### src/rtl/mpsoc_ahb3_spram_arbiter.sv
// Two-master AHB3 arbiter in front of a single-port RAM slave.
// Round-robin grant that is held for bursts and locked sequences; grant and data-phase state change only on HREADYOUT.
module mpsoc_ahb3_spram_arbiter #(
  parameter int PLEN = 64,
  parameter int XLEN = 64
) (
  input  logic            HCLK,
  input  logic            HRESETn,

  input  logic            m0_HSEL,
  input  logic [PLEN-1:0] m0_HADDR,
  input  logic [XLEN-1:0] m0_HWDATA,
  input  logic            m0_HWRITE,
  input  logic [2:0]      m0_HSIZE,
  input  logic [2:0]      m0_HBURST,
  input  logic [3:0]      m0_HPROT,
  input  logic [1:0]      m0_HTRANS,
  input  logic            m0_HMASTLOCK,
  output logic [XLEN-1:0] m0_HRDATA,
  output logic            m0_HREADY,
  output logic            m0_HRESP,

  input  logic            m1_HSEL,
  input  logic [PLEN-1:0] m1_HADDR,
  input  logic [XLEN-1:0] m1_HWDATA,
  input  logic            m1_HWRITE,
  input  logic [2:0]      m1_HSIZE,
  input  logic [2:0]      m1_HBURST,
  input  logic [3:0]      m1_HPROT,
  input  logic [1:0]      m1_HTRANS,
  input  logic            m1_HMASTLOCK,
  output logic [XLEN-1:0] m1_HRDATA,
  output logic            m1_HREADY,
  output logic            m1_HRESP,

  output logic            s_HSEL,
  output logic [PLEN-1:0] s_HADDR,
  output logic [XLEN-1:0] s_HWDATA,
  output logic            s_HWRITE,
  output logic [2:0]      s_HSIZE,
  output logic [2:0]      s_HBURST,
  output logic [3:0]      s_HPROT,
  output logic [1:0]      s_HTRANS,
  output logic            s_HMASTLOCK,
  output logic            s_HREADY,
  input  logic [XLEN-1:0] s_HRDATA,
  input  logic            s_HREADYOUT,
  input  logic            s_HRESP
);

  localparam logic [1:0] HTRANS_IDLE   = 2'b00;
  localparam logic [1:0] HTRANS_BUSY   = 2'b01;
  localparam logic [1:0] HTRANS_NONSEQ = 2'b10;
  localparam logic [1:0] HTRANS_SEQ    = 2'b11;
  localparam logic [2:0] HBURST_SINGLE = 3'b000;

  logic gnt;
  logic last;
  logic dph;
  logic dvld;

  logic req0;
  logic req1;
  logic req_gnt;
  logic last_nxt;
  logic hold;
  logic own_sel;

  assign req0    = m0_HSEL & m0_HTRANS[1];
  assign req1    = m1_HSEL & m1_HTRANS[1];
  assign req_gnt = gnt ? req1 : req0;

  assign own_sel     = gnt ? m1_HSEL : m0_HSEL;
  assign s_HSEL      = own_sel;
  assign s_HTRANS    = own_sel ? (gnt ? m1_HTRANS : m0_HTRANS) : HTRANS_IDLE;
  assign s_HADDR     = gnt ? m1_HADDR     : m0_HADDR;
  assign s_HWRITE    = gnt ? m1_HWRITE    : m0_HWRITE;
  assign s_HSIZE     = gnt ? m1_HSIZE     : m0_HSIZE;
  assign s_HBURST    = gnt ? m1_HBURST    : m0_HBURST;
  assign s_HPROT     = gnt ? m1_HPROT     : m0_HPROT;
  assign s_HMASTLOCK = gnt ? m1_HMASTLOCK : m0_HMASTLOCK;
  assign s_HWDATA    = dph ? m1_HWDATA    : m0_HWDATA;
  assign s_HREADY    = s_HREADYOUT;

  assign m0_HRDATA = s_HRDATA;
  assign m1_HRDATA = s_HRDATA;
  assign m0_HRESP  = dvld & ~dph & s_HRESP;
  assign m1_HRESP  = dvld &  dph & s_HRESP;

  // A master that neither owns the address bus nor a data phase is stalled only while it requests.
  assign m0_HREADY = (~gnt | (dvld & ~dph)) ? s_HREADYOUT : ~req0;
  assign m1_HREADY = ( gnt | (dvld &  dph)) ? s_HREADYOUT : ~req1;

  assign hold = (s_HMASTLOCK & (s_HTRANS != HTRANS_IDLE))
              | (s_HTRANS == HTRANS_SEQ)
              | (s_HTRANS == HTRANS_BUSY)
              | ((s_HTRANS == HTRANS_NONSEQ) & (s_HBURST != HBURST_SINGLE));

  // Round-robin uses the owner just accepted this edge, so continuous contention alternates.
  assign last_nxt = req_gnt ? gnt : last;

  always_ff @(posedge HCLK) begin
    if (!HRESETn) begin
      gnt  <= 1'b0;
      last <= 1'b1;
      dph  <= 1'b0;
      dvld <= 1'b0;
    end else if (s_HREADYOUT) begin
      dph  <= gnt;
      dvld <= req_gnt;
      last <= last_nxt;
      if (!hold) begin
        if (req0 & req1)
          gnt <= ~last_nxt;
        else if (req0)
          gnt <= 1'b0;
        else if (req1)
          gnt <= 1'b1;
      end
    end
  end

endmodule

### config.mk
export PLATFORM = sky130hd
export DESIGN_NAME = mpsoc_ahb3_spram_arbiter
export DESIGN_NICKNAME = d
export VERILOG_FILES = /design/src/rtl/mpsoc_ahb3_spram_arbiter.sv
export SDC_FILE = /design/constraint.sdc
export NUM_CORES = 1
export LEC_CHECK = 0
export BUFFER_PORTS_ARGS = -buffer_cell sky130_fd_sc_hd__buf_2
export CAP_MARGIN = 10
export CELL_PAD_IN_SITES_DETAIL_PLACEMENT = 1
export CELL_PAD_IN_SITES_GLOBAL_PLACEMENT = 1
export CORE_AREA = 2 2 247 249
export CTS_CLUSTER_SIZE = 28
export DETAILED_ROUTE_END_ITERATION = 16
export DIE_AREA = 0 0 249 251
export GPL_ROUTABILITY_DRIVEN = 0
export GPL_TIMING_DRIVEN = 0
export PLACE_DENSITY = 0.42
export SKIP_CTS_REPAIR_TIMING = 1
export SLEW_MARGIN = 15
export SYNTH_ARGS = -nofsm -noshare
export SYNTH_HDL_FRONTEND = slang
export SYNTH_SLANG_ARGS = --single-unit
### constraint.sdc
create_clock -name HCLK -period 1 [get_ports HCLK]
set_input_delay 0.05 -clock HCLK [delete_from_list [all_inputs] [get_ports HCLK]]
set_output_delay 0.05 -clock HCLK [all_outputs]
set_load 0.01 [all_outputs]
# Yosys cells after proc, flatten, opt, wreduce, memory -nomap -nowiden
# Index checks and enable logic that the tools add are counted.
# op_classes
eq_ne	3
muxes	17
n_bitwise	20
reduce_logical	4
# op_table
cell	n
$mux 64	2
$mux 1	10
$and 1x1->1	9
$mux 3	2
$not 1->1	6
$reduce_bool 3->1	2
$or 1x1->1	5
$eq 2x2->1 const B	2
$mux 2	2
$mux 4	1
$reduce_and 3->1	1
$eq 2x1->1 const B	1
$reduce_bool 2->1	1
# totals
register_bits	4
input_bits	354
out_inout_bits	276
elab_cells	48

# Depth between registers and ports, before layout
# Gate-level depths: netlist (run 1).
# depth
word_depth	9
mapped_depth	5
mapped_depth_nobuf	3

# Worst setup path before layout (run 1)
# Ideal clock, no wire load.
# synth_timing
path_kind	register to output
from	reg dph
to	out s_HWDATA[35]
arrival_time_ns	1.118
required_ns	0.950
path_slack_ns	-0.168
path_stages_with_launch	5
n_path_buf	3
cell_sequence	dfxtp_1 > clkbuf_1 > buf_4 > buf_6 > mux2_2
# synth_via
elab_chain_cells	1
# synth_rtl
element	line	rtl
start, declared	59	logic dph;
start signal, assigned	109	dph <= gnt;
$mux 64	82	assign s_HWDATA = dph ? m1_HWDATA : m0_HWDATA;
end, declared	38	output logic [XLEN-1:0] s_HWDATA,
# No other way between the ends.

# Worst setup path in the final report (run 1)
# layout_timing
from	reg dph
to	out s_HWDATA[56]
# Same word-level chain as after synthesis.

==> results of run 1 <==
## state kept, by name, summed over array words and instances (netlist names)
name  cells
gnt       1
dvld      1
dph       1
## through the flow
stage | worst slack (ns) | util [%] | cell area, sq um | setup TNS (ns)
global placement | -0.514 | 11.8 | 7070 | -47.46
CTS | -0.780 | 12.0 | 7150 | -85.31
detailed placement | -0.525 | 11.8 | 7070 | -48.96
global route | -0.600 | 14.6 | 8730 | -71.79
finish | -0.545 | 14.6 | 8740 | -66.48
floorplan | -0.0873 | - | 3260 | -4.17
## power by group through the flow
stage               Clock, mW  Combinational (mW)  Sequential (mW)
floorplan                   0                1.43            0.132
global placement            0                2.82            0.139
detailed placement          0                2.84            0.139
CTS                     0.656                2.85            0.138
global route            0.658                3.75            0.137
finish                  0.643                3.52            0.135
## worst reg2reg max path: stages, from the launching register on
cell	delay [ns]
dfxtp_4	0.37
buf_12	0.16
buf_4	0.14
nand3_4	0.12
a21o_1	0.20
a221oi_2	0.20
## layout make-up
cell class	instances	area [sq um]	share of cell area, %
inverters	3	15.0	0.172
diodes	2	5.00	0.0573
flip-flops and latches	3	65.1	0.745
repair buffers	588	3990	45.7
well taps	782	978	11.2
plain buffers	146	1310	15.0
multi-input cells	170	2290	26.3
clock buffers	4	78.8	0.902
## cells by family after synthesis
| family | Yosys count |
|---|---|
| buffers and inverters | 149 |
| multiplexers | 143 |
| AND/OR/NAND/NOR | 17 |
| AO/OA/AOI/OAI | 10 |
| flip-flops | 3 |
## routing by layer
metal / wire length, um / up-vias
met5: 30 / -
met4: 103 / 4
met2: 12800 / 283
met3: 1890 / 11
met1: 9070 / 2121
li1: - / 2184
## worst max-delay path by stage
stage | slack, ns | start | cells past startpoint | to
finish | -0.54 | dph$_SDFFE_PN0P_ | 5 | s_HWDATA[56]
global route | -0.60 | dph$_SDFFE_PN0P_ | 5 | s_HWDATA[56]
CTS | -0.78 | dph$_SDFFE_PN0P_ | 5 | s_HWDATA[56]
detailed placement | -0.52 | dph$_SDFFE_PN0P_ | 5 | s_HWDATA[56]
global placement | -0.51 | dph$_SDFFE_PN0P_ | 5 | s_HWDATA[56]
floorplan | -0.09 | dph$_SDFFE_PN0P_ | 4 | s_HWDATA[35]
## Yosys cell counts
cell type,instances
nand2_1,5
a31oi_1,1
o2111ai_1,1
a21oi_1,3
nand3b_1,1
a221oi_2,1
nor4_1,2
and3_1,1
a211oi_1,1
clkbuf_1,1
mux2_2,142
a21o_1,1
and2_1,1
buf_6,3
mux2i_1,1
o21ai_0,1
buf_2,7
dfxtp_1,3
buf_4,135
nand3_1,2
nor2_1,5
inv_1,3
a311oi_1,1
==> metrics.yaml, run 1 <==
yosys:
  yosysWarningCount: 0
  syn_avg_cell_area_sq_um: 9.07
  yosysTopAreaCellShare_pct: 54.8
  synth-simple-area-share_pct: 2.74
  synthesis.area_sq_um: 2920
  muxShareOfSynthArea_pct: 55.1
  synth-compound-area-share_pct: 2.53
  synth_fp_nets: 676
  yosysSeqAreaShare_pct: 2.06
  yosysUniqueCellTypes: 23
  ys_top_cells_by_area: "mux2_2 (55%), buf_4 (35%), dfxtp_1 (2.1%)"
  synth-adder-area-share_pct: 0
  synth_top_family_by_area: "multiplexers"
  synth_xor_area_share_pct: 0
  syn_inst: 322
  synth_area_leader_cell: "mux2_2"
  ys_ff_latch: 3
cts:
  cts_made_buffers: 3
  cts_max_level: 1
  cts-root-buf: "clkbuf_16"
  clk_latency_ns: 0.23
  clk_pin_slew_ns: 0.03
  cts.sinks: 3
  cts_tree: "done"
  cts_max_path_buffers: 2
sta:
  slew_viol_final: 0
  worstMarginPinSlew_ns: 0.490
  finalSetupViolCount: 150
  rsz0062_at_grt: "true"
  timing.final.crit_share_pct: 154
  slew_headroom_pct: 67.0
  worst_slack_ns: -0.545
  hold_violations: 0
  fin_crit_ns: 1.54
  fmax_mhz: 647
  finClkSkew_ns: 0.0000689
  whs_ns: 0.162
grt:
  grtUsageMet1_pct: 7.15
  grt_pass1_wl_um: 30200
  grt.met2_usage_pct: 12.2
  antenna_found_initial: 4
  grt_max_degree: 11
  grt_pass1_vias: 4676
  grt_usage_pct: 6.45
  top_usage_layer: "met2"
  gr-total-overflow: 0
  grt.met3_usage_pct: 2.16
setup_path:
  r2r_slack_ns: -0.28
  crit_required_ns: 0.95
  crit_buf_inv: 4
  cp_common_cell: "buf_12"
  end_kind: "primary output"
  cp_top_family: "buffers and inverters"
  critPathArrivalTime_ns: 1.49
  cp-start-kind: "register"
  cpMaxStageDelayCell: "dfxtp_2"
  crit_type: "register to primary output"
  r2r_start: "gnt$_SDFFE_PN0P_"
  path_max_fanout: 9
  r2r-end: "gnt$_SDFFE_PN0P_"
  path_cells: "buf_12 > buf_12 > buf_16 > mux2_4 > buf_2"
  slowest_delay_ns: 0.33
  ff2ff_path_depth: 5
cells_and_area:
  instances_no_fill: 1698
  nNetsFinal: 1269
  final_cell_mix: "buf_2 (447), buf_4 (134), mux2_4 (124)"
  fillers: 7186
  area_delta_synth_final_pct: 199
  layout_commonest_cell: "buf_2"
  drive_gt1_share_pct: 98.0
hold_path:
  min_from: "HRESETn"
  worstHoldPathCells: 3
  hp-class: "input pin to register"
  holdPathEnd: "dph$_SDFFE_PN0P_"
outcome:
  status: "complete, but fails checks"
  violations: "setup timing"
power_and_ir_drop:
  irDropWorstVdd_mv: 0.330
  power.internal_mw: 2.86
  pwr-share-clk_pct: 15.0
  combPwrFrac_pct: 81.9
  power_mw: 4.30
  p_sw_mw: 1.43
  p_seq_share_pct: 3.1
  power_leakage_nw: 4.48
  netSwitchingFraction_pct: 33.4
  p_per_area_nw_per_um2: 492
die:
  dieArea_sq_um: 62500
  coreArea_sq_um: 59800
  std_cell_rows: 90
  start_util_pct: 4.88
  fp.dieW_um: 249
  io_pins: 630
  dieHeight_um: 251
run:
  maxCapViolations: 0
route:
  wl_um: 23900
  num_vias: 4603
  first_pass_iters: 4
  drt_iter0_markers: 72
  post_drt_wl_per_cell_um: 14.1
  drcViolationCount: 0
  ant_nets: 0
  viasPerCell: 2.71
placement:
  dp.cells: 1669
  hpwlAfterDp_um: 20700
  port_buffers: 565
Note: power is estimated with default switching activity, not from simulation.
==> run 2, diff against run 1 <==
- ABC_AREA: unset -> 1
- CORE_AREA: 2 2 247 249 -> 2 2 245 247
- DIE_AREA: 0 0 249 251 -> 0 0 247 249
- PLACE_DENSITY: 0.42 -> 0.46
==> run 2 against run 1 <==
Net effect: the run still ends with setup timing left; via count is 27% higher; utilization down 0.37 points; clock skew rose by 0.0037 ns; wire length is 8.1% higher; global-route usage increased by 0.72 points; area after synthesis increased by 1.5%; synthesized cell count increased by 95%; power is 17% higher; clock power increased by 1%; sequential cell count unchanged; largest cell class unchanged.
==> metrics.yaml, run 2 <==
hold_path:
  hp-class: "input pin to register"
power_and_ir_drop:
  power_leakage_nw: 4.87
  power_mw: 5.03
  irDropWorstVdd_mv: 0.410
  p_per_area_nw_per_um2: 602
cts:
  cts.sinks: 3
  clk_pin_slew_ns: 0.03
  cts_max_path_buffers: 2
  cts-root-buf: "clkbuf_16"
  cts_max_level: 1
  cts_tree: "done"
  clk_latency_ns: 0.23
  cts_made_buffers: 3
yosys:
  synth_common_cells: "nand2_1 (434), buf_4 (133), buf_2 (19)"
  synth-adder-area-share_pct: 0
  synth_fp_nets: 981
  yosysUniqueCellTypes: 17
  ys_top_cells_by_area: "nand2_1 (55%), buf_4 (34%), buf_2 (3.2%)"
  synth_xor_area_share_pct: 0
  synth_edf_count: 0
  yosysSeqAreaShare_pct: 2.03
  ys_ff_latch: 3
  synth_flop_cell: "dfxtp_1"
  yosysMostFrequentCell: "nand2_1"
  syn_inst: 627
  synthesis.area_sq_um: 2970
  synth-simple-area-share_pct: 57.0
  syn_avg_cell_area_sq_um: 4.73
  synth-compound-area-share_pct: 1.81
  yosysWarningCount: 0
  synthArstFlopShare_pct: 0
  synth_area_leader_cell: "nand2_1"
  synth_top_family_by_area: "simple AND/OR/NAND/NOR gates"
  yosysTopAreaCellShare_pct: 54.9
  muxShareOfSynthArea_pct: 0
setup_path:
  crit_type: "register to primary output"
  cp-start-kind: "register"
  path_max_fanout: 10
  r2r_slack_ns: -0.29
  end_kind: "primary output"
  crit_required_ns: 0.95
  critPathArrivalTime_ns: 1.36
outcome:
  violations: "setup timing"
  status: "complete, but fails checks"
sta:
  slew_viol_final: 0
  timing.final.crit_share_pct: 141
  hold_violations: 0
  finClkSkew_ns: 0.00378
  fin_crit_ns: 1.41
  fmax_mhz: 709
  slew_headroom_pct: 79.0
  rsz0062_at_grt: "true"
  finalSetupViolCount: 150
  worst_slack_ns: -0.411
  tns_ns: -48.05
  worstMarginPinSlew_ns: 0.315
cells_and_area:
  layout_commonest_cell: "buf_2"
  fin_util_pct: 14.2
  drive_gt1_share_pct: 72.6
  final_cell_mix: "buf_2 (516), nand2_1 (320), buf_4 (139)"
  instances_no_fill: 1992
  reg.largest.list: "dph (1), dvld (1), gnt (1)"
  area_delta_synth_final_pct: 182
  nNetsFinal: 1573
  fillers: 7336
placement:
  port_buffers: 565
  dp.cells: 1965
  dp_slack_ns: -0.721
  hpwlAfterDp_um: 22300
die:
  io_pins: 630
  dieHeight_um: 249
  fp.dieW_um: 247
  std_cell_rows: 89
  start_util_pct: 5.05
  coreArea_sq_um: 58700
  dieArea_sq_um: 61500
route:
  first_pass_iters: 4
  num_vias: 5841
  post_drt_wl_per_cell_um: 13.0
  wl_um: 25900
  viasPerCell: 2.93
  ant_nets: 0
  drt_iter0_markers: 94
  drcViolationCount: 0
run:
  maxCapViolations: 0
grt:
  grt_usage_pct: 7.17
  gr-total-overflow: 0
  grt_pass1_wl_um: 33400
  antenna_found_initial: 2
  grt_pass1_vias: 5736
  grt_max_degree: 11
-- run 2: logic make-up (layout without fill, tap and decap cells) --
logic type | count (synthesis) | count (layout)
AND/OR/NAND/NOR | 446 | 446
buffers and inverters | 168 | 759
AO/OA/AOI/OAI | 10 | 10
flip-flops | 3 | 3
other | 0 | 1
-- run 2: worst paths after layout --
path,start,endpoint,cells after the start
setup / recovery,gnt$_SDFFE_PN0P_,s_HADDR[38],6
hold / removal,HRESETn,gnt$_SDFFE_PN0P_,3
setup reg to reg,gnt$_SDFFE_PN0P_,gnt$_SDFFE_PN0P_,10
hold reg to reg,dvld$_SDFFE_PN0P_,dvld$_SDFFE_PN0P_,2
-- run 2: metrics by stage --
step / hold slack (ns) / instance area (sq um)
2_1_floorplan: 0.159 / 2970
3_3_place_gp: 0.285 / 6760
3_5_place_dp: 0.284 / 6760
4_1_cts: 0.0942 / 6840
5_1_grt: 0.0957 / 8360
6_report: 0.0848 / 8360
-- run 2: area by class of cell --
| type | count | area [sq um] | area share, % |
|---|---|---|---|
| antenna | 1 | 2.50 | 0.0299 |
| buffer | 160 | 1420 | 17.0 |
| clock buffer | 4 | 78.8 | 0.943 |
| inverter | 8 | 47.5 | 0.569 |
| multi-input combinational | 456 | 2270 | 27.2 |
| sequential | 3 | 67.6 | 0.808 |
| tap | 773 | 967 | 11.6 |
| timing repair buffer | 587 | 3500 | 41.9 |
-- run 2: report_power, final --
part / total (mW) / internal, mW / switching (mW)
registers: 0.144 / 0.127 / 0.0170
clock network: 0.652 / 0.528 / 0.124
logic: 4.24 / 2.20 / 2.03
-- run 2: routing by layer --
| metal | vias up | routed length (um) | global-route usage (%) |
|---|---|---|---|
| li1 | 2918 | - | - |
| met1 | 2605 | 9430 | 7.29 |
| met2 | 296 | 13900 | 14.3 |
| met3 | 20 | 2170 | 2.07 |
| met4 | 2 | 352 | 1.15 |
| met5 | - | 13 | 0 |
-- run 2: worst max-delay path, cell delays in order (launching register included) --
cell and delay, ns:
dfxtp_4 0.37, inv_6 0.12, buf_12 0.15, buf_6 0.15, nand2_1 0.08, nand2_1 0.11, buf_2 0.14
